[config.mk]
export PLATFORM = sky130hd
export DESIGN_NAME = l2_arbiter
export DESIGN_NICKNAME = d
export VERILOG_FILES = /design/src/rtl/l2_arbiter.sv
export SDC_FILE = /design/constraint.sdc
export NUM_CORES = 1
export LEC_CHECK = 0
export ABC_AREA = 1
export BUFFER_PORTS_ARGS = -buffer_cell sky130_fd_sc_hd__buf_2
export CORE_AREA = 2 2 548 550
export CTS_BUF_LIST = sky130_fd_sc_hd__clkbuf_2 sky130_fd_sc_hd__clkbuf_4 sky130_fd_sc_hd__clkbuf_8
export DETAILED_ROUTE_END_ITERATION = 8
export DIE_AREA = 0 0 550 552
export GPL_ROUTABILITY_DRIVEN = 0
export PLACE_DENSITY = 0.3
export SYNTH_ARGS = -nofsm -noshare
export SYNTH_HDL_FRONTEND = slang
export SYNTH_SLANG_ARGS = --single-unit
[constraint.sdc]
create_clock -name clk -period 3.8 [get_ports clk]
set_clock_uncertainty 0.05 [all_clocks]
set_input_delay 0.57 -clock clk [delete_from_list [all_inputs] [get_ports clk]]
set_output_delay 0.57 -clock clk [all_outputs]
set_load 0.02 [all_outputs]
[src/rtl/l2_arbiter.sv]
// l2_arbiter: round-robin arbiter between the L1 I-cache and D-cache in front
// of the shared L2 controller. It keeps one request in flight, routes the L2
// completion back to the owner, and keeps a saturating grant count per requester.

// Saturating grant counter, one instance per requester.
module l2_arb_grant_cnt #(
  parameter int CNT_W = 16
) (
  input  logic             clk,
  input  logic             rst_n,
  input  logic             inc,
  output logic [CNT_W-1:0] cnt
);
  logic [CNT_W-1:0] cnt_q, cnt_d;

  // Bump on grant; once at all-ones, stay there.
  always_comb begin
    cnt_d = cnt_q;
    if (inc && (cnt_q != {CNT_W{1'b1}})) cnt_d = cnt_q + CNT_W'(1);
  end

  // Counter register.
  always_ff @(posedge clk or negedge rst_n) begin
    if (!rst_n) cnt_q <= '0;
    else        cnt_q <= cnt_d;
  end

  assign cnt = cnt_q;
endmodule

module l2_arbiter #(
  parameter int ADDR_W = 32,
  parameter int LINE_W = 256,
  parameter int CNT_W  = 16
) (
  input  logic              clk,
  input  logic              rst_n,
  // I-cache side
  input  logic              i_read,
  input  logic [ADDR_W-1:0] i_addr,
  output logic [LINE_W-1:0] i_rdata,
  output logic              i_resp,
  // D-cache side
  input  logic              d_read,
  input  logic              d_write,
  input  logic [ADDR_W-1:0] d_addr,
  input  logic [LINE_W-1:0] d_wdata,
  output logic [LINE_W-1:0] d_rdata,
  output logic              d_resp,
  // L2 controller side
  output logic              l2_read,
  output logic              l2_write,
  output logic [ADDR_W-1:0] l2_addr,
  output logic [LINE_W-1:0] l2_wdata,
  input  logic [LINE_W-1:0] l2_rdata,
  input  logic              l2_resp,
  // Statistics
  output logic [CNT_W-1:0]  i_grant_cnt,
  output logic [CNT_W-1:0]  d_grant_cnt
);
  localparam int NUM_REQ = 2;
  localparam int REQ_I   = 0;
  localparam int REQ_D   = 1;

  typedef enum logic [1:0] {
    IDLE   = 2'd0,
    BUSY_I = 2'd1,
    BUSY_D = 2'd2
  } state_e;

  // Latched request presented to L2 for the whole transaction.
  typedef struct packed {
    logic [ADDR_W-1:0] addr;
    logic [LINE_W-1:0] wdata;
    logic              op;     // 1 = write-back, 0 = line read
  } req_t;

  state_e                        state_q, state_d;
  logic                          prio_q, prio_d;
  req_t                          req_q, req_d;
  logic                          d_req;
  logic [NUM_REQ-1:0]            grant;
  logic [NUM_REQ-1:0][CNT_W-1:0] grant_cnt;

  assign d_req = d_read | d_write;

  // Grant decode: only from IDLE; prio breaks a tie (0 = I first, 1 = D first).
  always_comb begin
    grant = '0;
    if (state_q == IDLE) begin
      grant[REQ_I] = i_read & (~d_req | ~prio_q);
      grant[REQ_D] = d_req & (~i_read | prio_q);
    end
  end

  // State and priority registers.
  always_ff @(posedge clk or negedge rst_n) begin
    if (!rst_n) begin
      state_q <= IDLE;
      prio_q  <= 1'b0;
    end else begin
      state_q <= state_d;
      prio_q  <= prio_d;
    end
  end

  // Next state: hold while busy until l2_resp, then hand priority to the other side.
  always_comb begin
    state_d = state_q;
    prio_d  = prio_q;
    case (state_q)
      IDLE: begin
        if (grant[REQ_I])      state_d = BUSY_I;
        else if (grant[REQ_D]) state_d = BUSY_D;
      end
      BUSY_I: begin
        if (l2_resp) begin
          state_d = IDLE;
          prio_d  = 1'b1;
        end
      end
      BUSY_D: begin
        if (l2_resp) begin
          state_d = IDLE;
          prio_d  = 1'b0;
        end
      end
      default: state_d = IDLE;
    endcase
  end

  // Capture the winner's request at grant; requester inputs are ignored while busy.
  always_comb begin
    req_d = req_q;
    if (grant[REQ_I]) begin
      req_d.addr = i_addr;
      req_d.op   = 1'b0;
    end else if (grant[REQ_D]) begin
      req_d.addr  = d_addr;
      req_d.wdata = d_wdata;
      req_d.op    = d_write;   // write wins over a simultaneous read
    end
  end

  // Request register.
  always_ff @(posedge clk or negedge rst_n) begin
    if (!rst_n) req_q <= '0;
    else        req_q <= req_d;
  end

  // Outputs: L2 request while busy, completion strobe routed to the owner.
  always_comb begin
    l2_read  = 1'b0;
    l2_write = 1'b0;
    i_resp   = 1'b0;
    d_resp   = 1'b0;
    case (state_q)
      BUSY_I: begin
        l2_read = 1'b1;
        i_resp  = l2_resp;
      end
      BUSY_D: begin
        l2_read  = ~req_q.op;
        l2_write = req_q.op;
        d_resp   = l2_resp;
      end
      default: ;
    endcase
  end

  assign l2_addr  = req_q.addr;
  assign l2_wdata = req_q.wdata;
  assign i_rdata  = l2_rdata;
  assign d_rdata  = l2_rdata;

  // Per-requester grant counters.
  for (genvar g = 0; g < NUM_REQ; g++) begin : g_cnt
    l2_arb_grant_cnt #(.CNT_W(CNT_W)) u_cnt (
      .clk   (clk),
      .rst_n (rst_n),
      .inc   (grant[g]),
      .cnt   (grant_cnt[g])
    );
  end

  assign i_grant_cnt = grant_cnt[REQ_I];
  assign d_grant_cnt = grant_cnt[REQ_D];
endmodule
==> key figures, run 1 <==
Outcome
  – Status: complete, no violations

Setup path
  – Critical Path Max Stage Delay: 560 ps
  – Reg2Reg Depth: 10
  – CP max-delay cell: dlygate4sd3_1
  – WP buf/inv: 4
  – Worst-path fanout max: 34
  – CP arrival: about 3800 ps
  – CP endpoint kind: flop
  – Crit-path most repeated cell: nand2_1
  – Critical-path cell list: inv_1 -> ha_1 -> nand2_1 -> nor2_4 -> clkinv_8 -> nand2_1 -> inv_2 -> nand2_1 -> nand3_1 -> dlygate4sd3_1
  – CP Class: flop to flop
  – Top delay family on crit path: buffers and inverters
  – CP startpoint kind: flop
  – CP required: roughly 4500 ps
  – Levels on crit path: 10

Clocking
  – Clock sink count: between 300 and 400
  – Clock transition at path regs: around 60 ps
  – Clock latency on the worst-skew pair: between 800 and 900 ps
  – H-Tree Depth: 3
  – CTS tree: done
  – Clk root buf: clkbuf_8
  – Post-cts gate resize count: 0
  – Inserted Clock Buffers: 80
  – Clock Tree Buf Depth: 4

Route
  – DRC viols: 0
  – Via/cell ratio: roughly 2.4
  – Routed Antenna Nets: 0
  – 1st-pass router iterations: 5
  – DRT iter0 DRCs: 786
  – Via count: approximately 16000
  – Routed WL: between 150000 and 200000 um
  – Wire length per cell: 24.6 um

Synth
  – #FFs+latches synth: between 300 and 400
  – Ys async rst share: 1.00
  – Largest cells by area after synthesis: dfrtp_1 (42%), buf_4 (31%), nand2_1 (20%)
  – Mapped cell area: 19400 um^2
  – Dominant synthesized flop cell: dfrtp_1
  – Commonest cells in the synthesized netlist: nand2_1 (1006), buf_4 (803), dfrtp_1 (324)
  – Average size of a mapped cell: between 8 and 9 um^2
  – Syn Inst Count: about 2400
  – Distinct cells, synth: 27
  – Post-synth top area cell: dfrtp_1
  – Area fraction of the dominant cell type after synthesis: 0.419
  – Ys Warns: 0
  – Most common cell in the netlist: nand2_1
  – Post-synthesis sequential area ratio: 0.419
  – Syn_nets: between 2000 and 3000
  – Post-synth EDFFs: 0

Power and ir drop
  – Reg power frac: 0.292
  – Net switching power: 0.00986 W
  – Static Leak: 12.4 nW
  – Share of total power in the clock network: 0.242
  – Combinational Power Share: 0.467
  – Peak supply drop: about 270 uV
  – Int Power: 0.0106 W
  – Switching Fraction: 0.481
  – Overall power: around 0.020 W
  – Pwr dens: about 780 nW/um^2

Timing
  – RSZ-0062 raised after global routing: no
  – Setup TNS: 0 ps
  – Max Freq: approximately 320 MHz
  – Max-slew headroom: 0.477
  – Fin. Hold Viols: 0
  – Tcrit/Tclk final: 0.819
  – Final setup viols: 0
  – Tightest Pin Transition: approximately 780 ps
  – Slew Limit Fails: 0
  – Fin crit period: roughly 3100 ps

Die
  – Row cnt: roughly 200
  – Initial Utilization: 0.0649
  – Core area: 298000 um^2
  – Die area: 304000 um^2
  – Die Ht: 552 um
  – Die X: 550 um
  – I/O pin cnt: approximately 1400

Global routing
  – Largest net degree at the start of global routing: 116
  – GRT Resource Usage Total: 0.104
  – First-pass GRT wire length: roughly 200000 um
  – Total grt overflow: 0
  – Initial antenna violation count: 48
  – Vias in the first global route: about 16000

Layout
  – Final nets: between 3000 and 4000
  – Area occupied by multi-input gates: about 4700 um^2
  – Fillers: 35100
  – Final core utilization: 0.0886
  – Area grow syn2layout: 36.6%
  – Storage cell area: 8110 um^2
  – Final non-filler cell total: ~6600
  – Layout cell share with drive strength beyond 1: 0.315

Place
  – Final HPWL DP: between 100000 and 150000 um
  – Inst Count DP: 6141
  – Number of port buffers: around 650

Flow run
  – Max-cap violations: 0

Hold path
  – Worst min-delay path class: input port to asynchronous set/reset pin
==> placed cells by master, fill, tap and decap left out, types with 6 or more instances in the layout <==
cell type / count
buf_12: 9
buf_2: 648
buf_4: 9
clkbuf_4: 19
clkbuf_8: 100
clkinv_2: 10
dfrtp_1: 324
dlygate4sd3_1: 326
inv_1: 32
nand2_1: 1006
nand2_2: 6
nand3_1: 52
nand4_1: 8
nor2_1: 33
o21ai_0: 11
o21ai_2: 7
xor2_1: 8
==> state kept, by name, summed over array words and instances (netlist names) <==
name / cells
l2_wdata: 256
g_cnt.u_cnt.cnt: 32
prio_q: 1
req_q: 1
state_q: 2
l2_addr: 32
==> power groups by stage <==
stage	sequential, W	clock, W	combinational, W
after floorplan	0.00586	0	0.00751
after global placement	0.00600	0	0.00934
after detailed placement	0.00604	0	0.00935
after CTS	0.00599	0.00530	0.00997
after global routing	0.00618	0.00540	0.0107
final	0.00598	0.00496	0.00956
==> layout make-up <==
cell class | count | area share
clock buffers | 119 | 0.0575
clock inverters | 19 | 0.00880
multi-input cells | 1154 | 0.177
repair buffers | 993 | 0.256
flip-flops and latches | 324 | 0.307
well taps | 3958 | 0.187
diodes | 5 | 0.000473
inverters | 38 | 0.00587
==> per-layer routing <==
| layer | track usage | part of all wire | wire length (um) |
|---|---|---|---|
| met2 | 0.179 | 0.48 | 78200 |
| met5 | 0.00206 | 0.00071 | 115 |
| met3 | 0.111 | 0.24 | 38300 |
| met1 | 0.0716 | 0.25 | 40200 |
| met4 | 0.0351 | 0.036 | 5860 |
==> path summary, 6_finish.rpt <==
path,from,to,slack (ps)
setup / recovery,state_q[1],l2_addr[5],690
hold / removal,rst_n,l2_wdata[152],220
setup reg to reg,state_q[1],l2_addr[5],690
hold reg to reg,l2_wdata[204],l2_wdata[204],410
max in group asynchronous,rst_n,l2_addr[10],2620
min in group clk,d_wdata[37],l2_wdata[37],380
==> stage by stage <==
stage | setup slack [ps] | hold slack [ps] | area (um^2)
after floorplan | 2140 | 224 | 19400
after global placement | 1150 | 398 | 21400
after detailed placement | 1160 | 403 | 21400
after CTS | 645 | 46.2 | 26400
after global routing | 396 | 143 | 26400
final | 688 | 219 | 26400
==> cells by family (layout without fill, tap and decap cells) <==
logic type,Yosys count,count (layout),synth area share
flip-flops,324,324,0.419
AND/OR/NAND/NOR,1117,1117,0.227
buffers and inverters,907,1169,0.339
AO/OA/AOI/OAI,20,20,0.00679
other,0,5,0
XOR/XNOR,12,12,0.00543
adder cells (fa/ha/maj),5,5,0.00323
==> what timing repair did <==
item,in CTS,in global routing
setup buffers,0,0
endpoints found under the hold margin,464,0
hold buffers,326,0
Note: power is estimated with default switching activity, not from simulation.
==> run 2: changes to the inputs <==
--- a/config.mk
+++ b/config.mk
@@ -5,12 +5,12 @@
 export SDC_FILE = /design/constraint.sdc
 export NUM_CORES = 1
 export LEC_CHECK = 0
-export ABC_AREA = 1
+export ABC_AREA = 0
 export BUFFER_PORTS_ARGS = -buffer_cell sky130_fd_sc_hd__buf_2
-export CORE_AREA = 2 2 548 550
+export CORE_AREA = 2 2 549 551
 export CTS_BUF_LIST = sky130_fd_sc_hd__clkbuf_2 sky130_fd_sc_hd__clkbuf_4 sky130_fd_sc_hd__clkbuf_8
 export DETAILED_ROUTE_END_ITERATION = 8
-export DIE_AREA = 0 0 550 552
+export DIE_AREA = 0 0 551 553
 export GPL_ROUTABILITY_DRIVEN = 0
 export PLACE_DENSITY = 0.3
 export SYNTH_ARGS = -nofsm -noshare
==> constraint.sdc (replaced) <==
create_clock -name clk -period 2.9 [get_ports clk]
set_clock_uncertainty 0.05 [all_clocks]
set_input_delay 0.435 -clock clk [delete_from_list [all_inputs] [get_ports clk]]
set_output_delay 0.435 -clock clk [all_outputs]
set_load 0.02 [all_outputs]
==> run 2 against run 1 <==
Cell area is 1.7% lower; first-iteration DRC count up 23%; clock power grew 23%; sequential cell count unchanged; via count decreased by 5.9%; combinational power grew 30%; sequential power is 31% higher; wire length fell by 10%; cell count fell by 2.8%.
==> key figures, run 2 <==
Setup path
  – CP required: 3630 ps (-870 ps)
  – Critical-path cell list: inv_1 -> ha_1 -> and3_2 -> a22oi_1 -> dlygate4sd3_1 -> nand2_1
  – RR Startpoint: state_q[0]
  – CP arrival: 3440 ps (-370 ps)
  – CP Class: flop to flop
  – Worst-path fanout max: 35 (+2.9%)
  – CP max-delay cell: and3_2
  – CP endpoint kind: flop
  – Critical Path Max Stage Delay: 690 ps (+130 ps)
  – CP startpoint: state_q[0]
  – CP startpoint kind: flop

Power and ir drop
  – Overall power: 0.0263 W (+28%)
  – Peak supply drop: 256 uV (-4.7%)
  – Pwr dens: 1010 nW/um^2 (+30%)
  – Static Leak: 12.1 nW (-2.4%)

Global routing
  – Met2 Use GR: 0.144 (-0.0352)
  – Total grt overflow: 0 (unchanged)
  – Largest net degree at the start of global routing: 95 (-18%)
  – Vias in the first global route: 15400 (-4.6%)
  – GRT met1 Usage: 0.0747 (+0.00314)
  – First-pass GRT wire length: 179000 um (-9.4%)
  – GR Layer Usage met3: 0.0955 (-0.0159)
  – GRT Resource Usage Total: 0.0920 (-0.0116)
  – GRT busiest layer: met2
  – Initial antenna violation count: 24 (-50%)

Clocking
  – CTS tree: done
  – CTS hold repair buffers: 327 (+0.31%)
  – H-Tree Depth: 3 (unchanged)
  – Clock transition at path regs: 60 ps (about the same)
  – Inserted Clock Buffers: 79 (-1.3%)
  – Clock latency on the worst-skew pair: 830 ps (about the same)
  – Clk root buf: clkbuf_8
  – Clock sink count: 324 (unchanged)
  – Setup Buffers After CTS: 0 (unchanged)
  – Post-cts gate resize count: 0 (unchanged)
  – Clock Tree Buf Depth: 4 (unchanged)

Timing
  – Tightest Pin Transition: 783 ps (-1.14 ps)
  – Fin crit period: 2710 ps (-400 ps)
  – Setup TNS: 0 ps (unchanged)
  – Final setup viols: 0 (unchanged)
  – Slew Limit Fails: 0 (unchanged)
  – Fin. Hold Viols: 0 (unchanged)
  – Max-slew headroom: 0.478 (+0.000758)
  – Max Freq: 369 MHz (+15%)
  – Tcrit/Tclk final: 0.935 (+0.116)
  – RSZ-0062 raised after global routing: no

Die
  – Row cnt: 201 (unchanged)
  – I/O pin cnt: 1418 (unchanged)
  – Die area: 305000 um^2 (+0.36%)
  – Core area: 299000 um^2 (+0.17%)
  – Initial Utilization: 0.0631 (-0.00181)
  – Die X: 551 um (+0.18%)
  – Die Ht: 553 um (+0.18%)

Route
  – DRT iter0 DRCs: 964 (+23%)
  – Routed WL: 146000 um (-10%)
  – Via count: 14700 (-5.9%)
  – DRC viols: 0 (unchanged)
  – Wire length per cell: 22.7 um (-7.7%)
  – 1st-pass router iterations: 5 (unchanged)
  – Via/cell ratio: 2.29 (-3.1%)
  – Routed Antenna Nets: 0 (unchanged)

Layout
  – Most common cell after layout, fill and taps aside: nand2_1
  – Final nets: 3000 (-5.6%)
  – Max reg flops: 256 (unchanged)
  – Area grow syn2layout: 37.8%
  – Most frequent cells in the layout: nand2_1 (848), buf_2 (648), dlygate4sd3_1 (327), dfrtp_1 (324), clkbuf_8 (93)
  – Layout cell share with drive strength beyond 1: 0.336 (+0.0210)
  – Final core utilization: 0.0869 (-0.00168)
  – Cell area after layout: 26000 um^2 (-1.7%)

Synth
  – Mapped cell area: 18800 um^2 (-2.6%)
  – Post-synth top area cell: dfrtp_1
  – Ys Warns: 0 (unchanged)
  – Post-synth EDFFs: 0 (unchanged)
  – Most common cell in the netlist: nand2_1
  – Average size of a mapped cell: 8.58 um^2 (+5.7%)
  – Area fraction of the dominant cell type after synthesis: 0.430 (+0.0113)
  – #FFs+latches synth: 324 (unchanged)
  – Syn_nets: 2783 (-6.4%)
  – Distinct cells, synth: 44 (+63%)
  – Dominant synthesized flop cell: dfrtp_1
  – Commonest cells in the synthesized netlist: nand2_1 (848), buf_4 (805), dfrtp_1 (324)
  – Post-synthesis sequential area ratio: 0.430 (+0.0113)
  – Syn Inst Count: 2196 (-7.9%)
  – Ys async rst share: 1.00 (unchanged)
  – Largest cells by area after synthesis: dfrtp_1 (43%), buf_4 (32%), nand2_1 (17%)

Place
  – Post-DP Area: 21100 um^2 (-1.5%)
  – Number of port buffers: 649 (unchanged)
  – Final HPWL DP: 126000 um (-11%)

Outcome
  – Status: complete, no violations

Flow run
  – Max-cap violations: 0 (unchanged)

Hold path
  – Worst min-delay path class: input port to asynchronous set/reset pin
==> run 2: cell count changes in the layout (fill, tap and decap cells not counted), sizes merged, moves of 15 or more <==
cell / change
inv: -35
nand2: -166
nor2: -36
o21ai: -15
xor2: +19
nand3: -46
buf: +15
a22oi: +31
==> run 2: metrics by stage <==
| step | std cells | setup slack, ps | hold slack, ps |
|---|---|---|---|
| after floorplan | 2196 | 1110 | 89.4 |
| after global placement | 5963 | 629 | 402 |
| after detailed placement | 5963 | 586 | 407 |
| after CTS | 6416 | 179 | 50.4 |
| after global routing | 6418 | 7.71 | 149 |
| final | 6422 | 189 | 187 |
==> run 2: where the power goes <==
| part | internal, W | leakage (nW) | switching, W |
|---|---|---|---|
| Sequential | 0.00659 | 4.03 | 0.00122 |
| Clock | 0.00346 | 0.846 | 0.00262 |
| Combinational | 0.00343 | 7.18 | 0.00894 |
==> run 2: routing by layer <==
| layer | share of wire | wire length (um) |
|---|---|---|
| met5 | 0.0014 | 201 |
| met2 | 0.44 | 63900 |
| met1 | 0.29 | 42200 |
| met3 | 0.23 | 33300 |
| met4 | 0.044 | 6380 |
==> run 2: logic make-up (layout without fill, tap and decap cells) <==
| group | count (synthesis) | in the layout | synth area share |
|---|---|---|---|
| compound gates | 44 | 44 | 0.0175 |
| simple gates | 915 | 915 | 0.194 |
| mux | 2 | 2 | 0.00119 |
| buf+inv | 876 | 1138 | 0.340 |
| xor+xnor | 30 | 30 | 0.0139 |
| fa+ha+maj | 5 | 5 | 0.00332 |
| other cells | 0 | 6 | 0 |
| flops | 324 | 324 | 0.430 |
==> run 2: worst paths after layout <==
check,endpoint,slack [ps],cells past startpoint
max,l2_addr[28],190,6
min,l2_wdata[127],190,2
max reg2reg,l2_addr[28],190,6
min reg2reg,l2_wdata[98],410,2
max in group asynchronous,l2_addr[14],1720,3
min in group clk,l2_wdata[3],240,4
==> run 2: cell type report <==
| cell class | instances | area, um^2 |
|---|---|---|
| Clock inverter | 16 | 200 |
| Clock buffer | 110 | 1410 |
| Fill cell | 34900 | 273000 |
| Tap cell | 3958 | 4950 |
| Timing Repair Buffer | 1009 | 6920 |
| Multi-Input combinational cell | 996 | 4370 |
| Sequential cell | 324 | 8110 |
| Inverter | 3 | 11.3 |
| Antenna cell | 6 | 15.0 |
==> run 2: critical path, delay by kind of cell (launching register included) <==
| family | cells | cell delay, ps |
|---|---|---|
| buf+inv | 2 | 760 |
| simple gates | 2 | 760 |
| fa+ha+maj | 1 | 430 |
| flops | 1 | 400 |
| compound gates | 1 | 230 |
==> run 3: changes to the inputs <==
--- a/config.mk
+++ b/config.mk
@@ -7,10 +7,10 @@
 export LEC_CHECK = 0
 export ABC_AREA = 0
 export BUFFER_PORTS_ARGS = -buffer_cell sky130_fd_sc_hd__buf_2
-export CORE_AREA = 2 2 549 551
+export CORE_AREA = 2 2 546 548
 export CTS_BUF_LIST = sky130_fd_sc_hd__clkbuf_2 sky130_fd_sc_hd__clkbuf_4 sky130_fd_sc_hd__clkbuf_8
 export DETAILED_ROUTE_END_ITERATION = 8
-export DIE_AREA = 0 0 551 553
+export DIE_AREA = 0 0 548 550
 export GPL_ROUTABILITY_DRIVEN = 0
 export PLACE_DENSITY = 0.3
 export SYNTH_ARGS = -nofsm -noshare
==> constraint.sdc (replaced) <==
create_clock -name clk -period 3.5 [get_ports clk]
set_clock_uncertainty 0.05 [all_clocks]
set_input_delay 0.525 -clock clk [delete_from_list [all_inputs] [get_ports clk]]
set_output_delay 0.525 -clock clk [all_outputs]
set_load 0.02 [all_outputs]
==> run 3 against run 2 <==
First-iteration DRC count shrank 29%; cell area is essentially flat; utilization grew 0.098 points; critical path depth grew 1; die area shrank 1.1%; count of clock-buffer cells in the layout grew 11; wire length grew 2.7%; clock power shrank 13%; global-route usage grew 0.38 points; critical path type unchanged; sequential power shrank 17%; worst hold slack gained 3.8 ps; power shrank 16%; largest power group unchanged.
==> key figures, run 3 (synthesis results as in run 2) <==
Timing
  – Max-slew headroom: 0.383 (-0.0946)
  – Slew Limit Fails: 0 (unchanged)
  – Tcrit/Tclk final: 0.830 (-0.105)
  – Final setup viols: 0 (unchanged)
  – RSZ-0062 raised after global routing: no
  – Max Freq: 344 MHz (-6.6%)
  – Tightest Pin Transition: 925 ps (+142 ps)
  – Setup TNS: 0 ps (unchanged)
  – Fin. Hold Viols: 0 (unchanged)
  – Fin crit period: 2900 ps (+193 ps)

Global routing
  – Vias in the first global route: 15500 (+0.94%)
  – Largest net degree at the start of global routing: 117 (+23%)
  – First-pass GRT wire length: 183000 um (+2.3%)
  – GRT Resource Usage Total: 0.0959 (+0.00384)
  – Total grt overflow: 0 (unchanged)
  – Initial antenna violation count: 64 (+170%)

Die
  – Die area: 301000 um^2 (-1.1%)
  – Core area: 296000 um^2 (-1.1%)
  – Initial Utilization: 0.0638 (+0.000691)
  – Die X: 548 um (-0.54%)
  – I/O pin cnt: 1418 (unchanged)
  – Die Ht: 550 um (-0.54%)
  – Row cnt: 200 (-0.50%)

Layout
  – Area occupied by multi-input gates: 4370 um^2 (unchanged)
  – Storage cell area: 8110 um^2 (unchanged)
  – Layout cell share with drive strength beyond 1: 0.338 (+0.00122)
  – Area grow syn2layout: 37.9% (about the same)
  – Max reg flops: 256 (unchanged)
  – Most common cell after layout, fill and taps aside: nand2_1
  – Fillers: 34600 (-0.97%)
  – Final nets: 2994 (-0.20%)
  – Most frequent cells in the layout: nand2_1 (848), buf_2 (648), dlygate4sd3_1 (326), dfrtp_1 (324), clkbuf_8 (104)
  – Cell area after layout: 26000 um^2 (about the same)

Place
  – Post-DP Area: 21000 um^2 (-0.52%)
  – Number of port buffers: 649 (unchanged)
  – Final HPWL DP: 130000 um (+3.0%)

Route
  – Via/cell ratio: 2.31 (+0.76%)
  – DRT iter0 DRCs: 682 (-29%)
  – Via count: 14800 (+0.56%)
  – 1st-pass router iterations: 6 (+1)
  – Routed WL: 150000 um (+2.7%)
  – DRC viols: 0 (unchanged)
  – Wire length per cell: 23.4 um (+2.9%)
  – Routed Antenna Nets: 0 (unchanged)

Outcome
  – Status: complete, no violations

Clocking
  – Clock transition at path regs: 50 ps (about the same)
  – Clock sink count: 324 (unchanged)
  – Inserted Clock Buffers: 82 (+3.8%)
  – H-Tree Depth: 3 (unchanged)
  – Setup Buffers After CTS: 0 (unchanged)
  – Clock latency on the worst-skew pair: 890 ps (+60 ps)
  – CTS hold repair buffers: 326 (-0.31%)
  – Clock Tree Buf Depth: 4 (unchanged)
  – Clk root buf: clkbuf_8
  – CTS tree: done
  – Post-cts gate resize count: 0 (unchanged)

Setup path
  – CP endpoint kind: flop
  – RR Endpoint: l2_addr[1]
  – Reg2Reg Depth: 7 (+1)
  – CP required: 4210 ps (+580 ps)
  – CP Class: flop to flop
  – CP startpoint: state_q[1]
  – R2r setup slk: 600 ps (+410 ps)
  – RR Startpoint: state_q[1]
  – CP arrival: 3620 ps (+180 ps)
  – Worst-path fanout max: 73 (+110%)
  – CP startpoint kind: flop

Power and ir drop
  – Peak supply drop: 269 uV (+5.1%)
  – Overall power: 0.0221 W (-16%)
  – Static Leak: 12.1 nW (+0.22%)
  – Pwr dens: 850 nW/um^2 (-16%)

Flow run
  – Max-cap violations: 0 (unchanged)

Hold path
  – Worst min-delay path class: input port to asynchronous set/reset pin
==> run 3: stage by stage <==
stage | setup WS (ps) | std cells | util | hold WS, ps
floorplan | 1710 | 2196 | - | 179
CTS | 560 | 6400 | 0.0878 | 5.12
detailed placement | 947 | 5936 | 0.0710 | 407
global route | 372 | 6405 | 0.0879 | 95.7
global placement | 953 | 5936 | 0.0710 | 403
finish | 596 | 6409 | 0.0879 | 191
==> run 3: cell type report <==
class / instances / area share
diodes: 9 / 0.000867
repair buffers: 1000 / 0.263
clock buffers: 121 / 0.0600
clock inverters: 17 / 0.00645
inverters: 3 / 0.000433
well taps: 3939 / 0.190
flip-flops and latches: 324 / 0.312
multi-input cells: 996 / 0.168
==> run 3: per-layer routing <==
layer  up-vias  global-route usage  share of wire  wire length [um]
li1       6431                   -              -                 -
met1      6589              0.0729           0.27             40600
met2      1418               0.155           0.45             67500
met3       342               0.103           0.24             35400
met4        12              0.0378          0.042              6290
met5         -            0.000782        0.00053                80
==> run 3: where the power goes <==
group	total, W	internal (W)	leakage, nW	switching [W]
Combinational	0.0103	0.00282	7.12	0.00747
Clock	0.00530	0.00305	0.924	0.00225
Sequential	0.00650	0.00546	4.03	0.00104
Total	0.0221	0.0113	12.1	0.0108
==> run 3: worst max-delay path by stage <==
stage                             endpoint  slack (ps)
floorplan           g_cnt[0].u_cnt.cnt[11]        1710
global placement             l2_wdata[197]         950
detailed placement           l2_wdata[197]         950
CTS                            l2_addr[30]         560
global route                    l2_addr[1]         370
finish                          l2_addr[1]         600
==> run 3: critical path, cell delays in order, from the launching register on <==
cell	delay, ps
dfrtp_1	390
inv_1	110
ha_1	420
o221a_4	640
buf_12	380
a22oi_1	160
dlygate4sd3_1	580
nand2_1	60
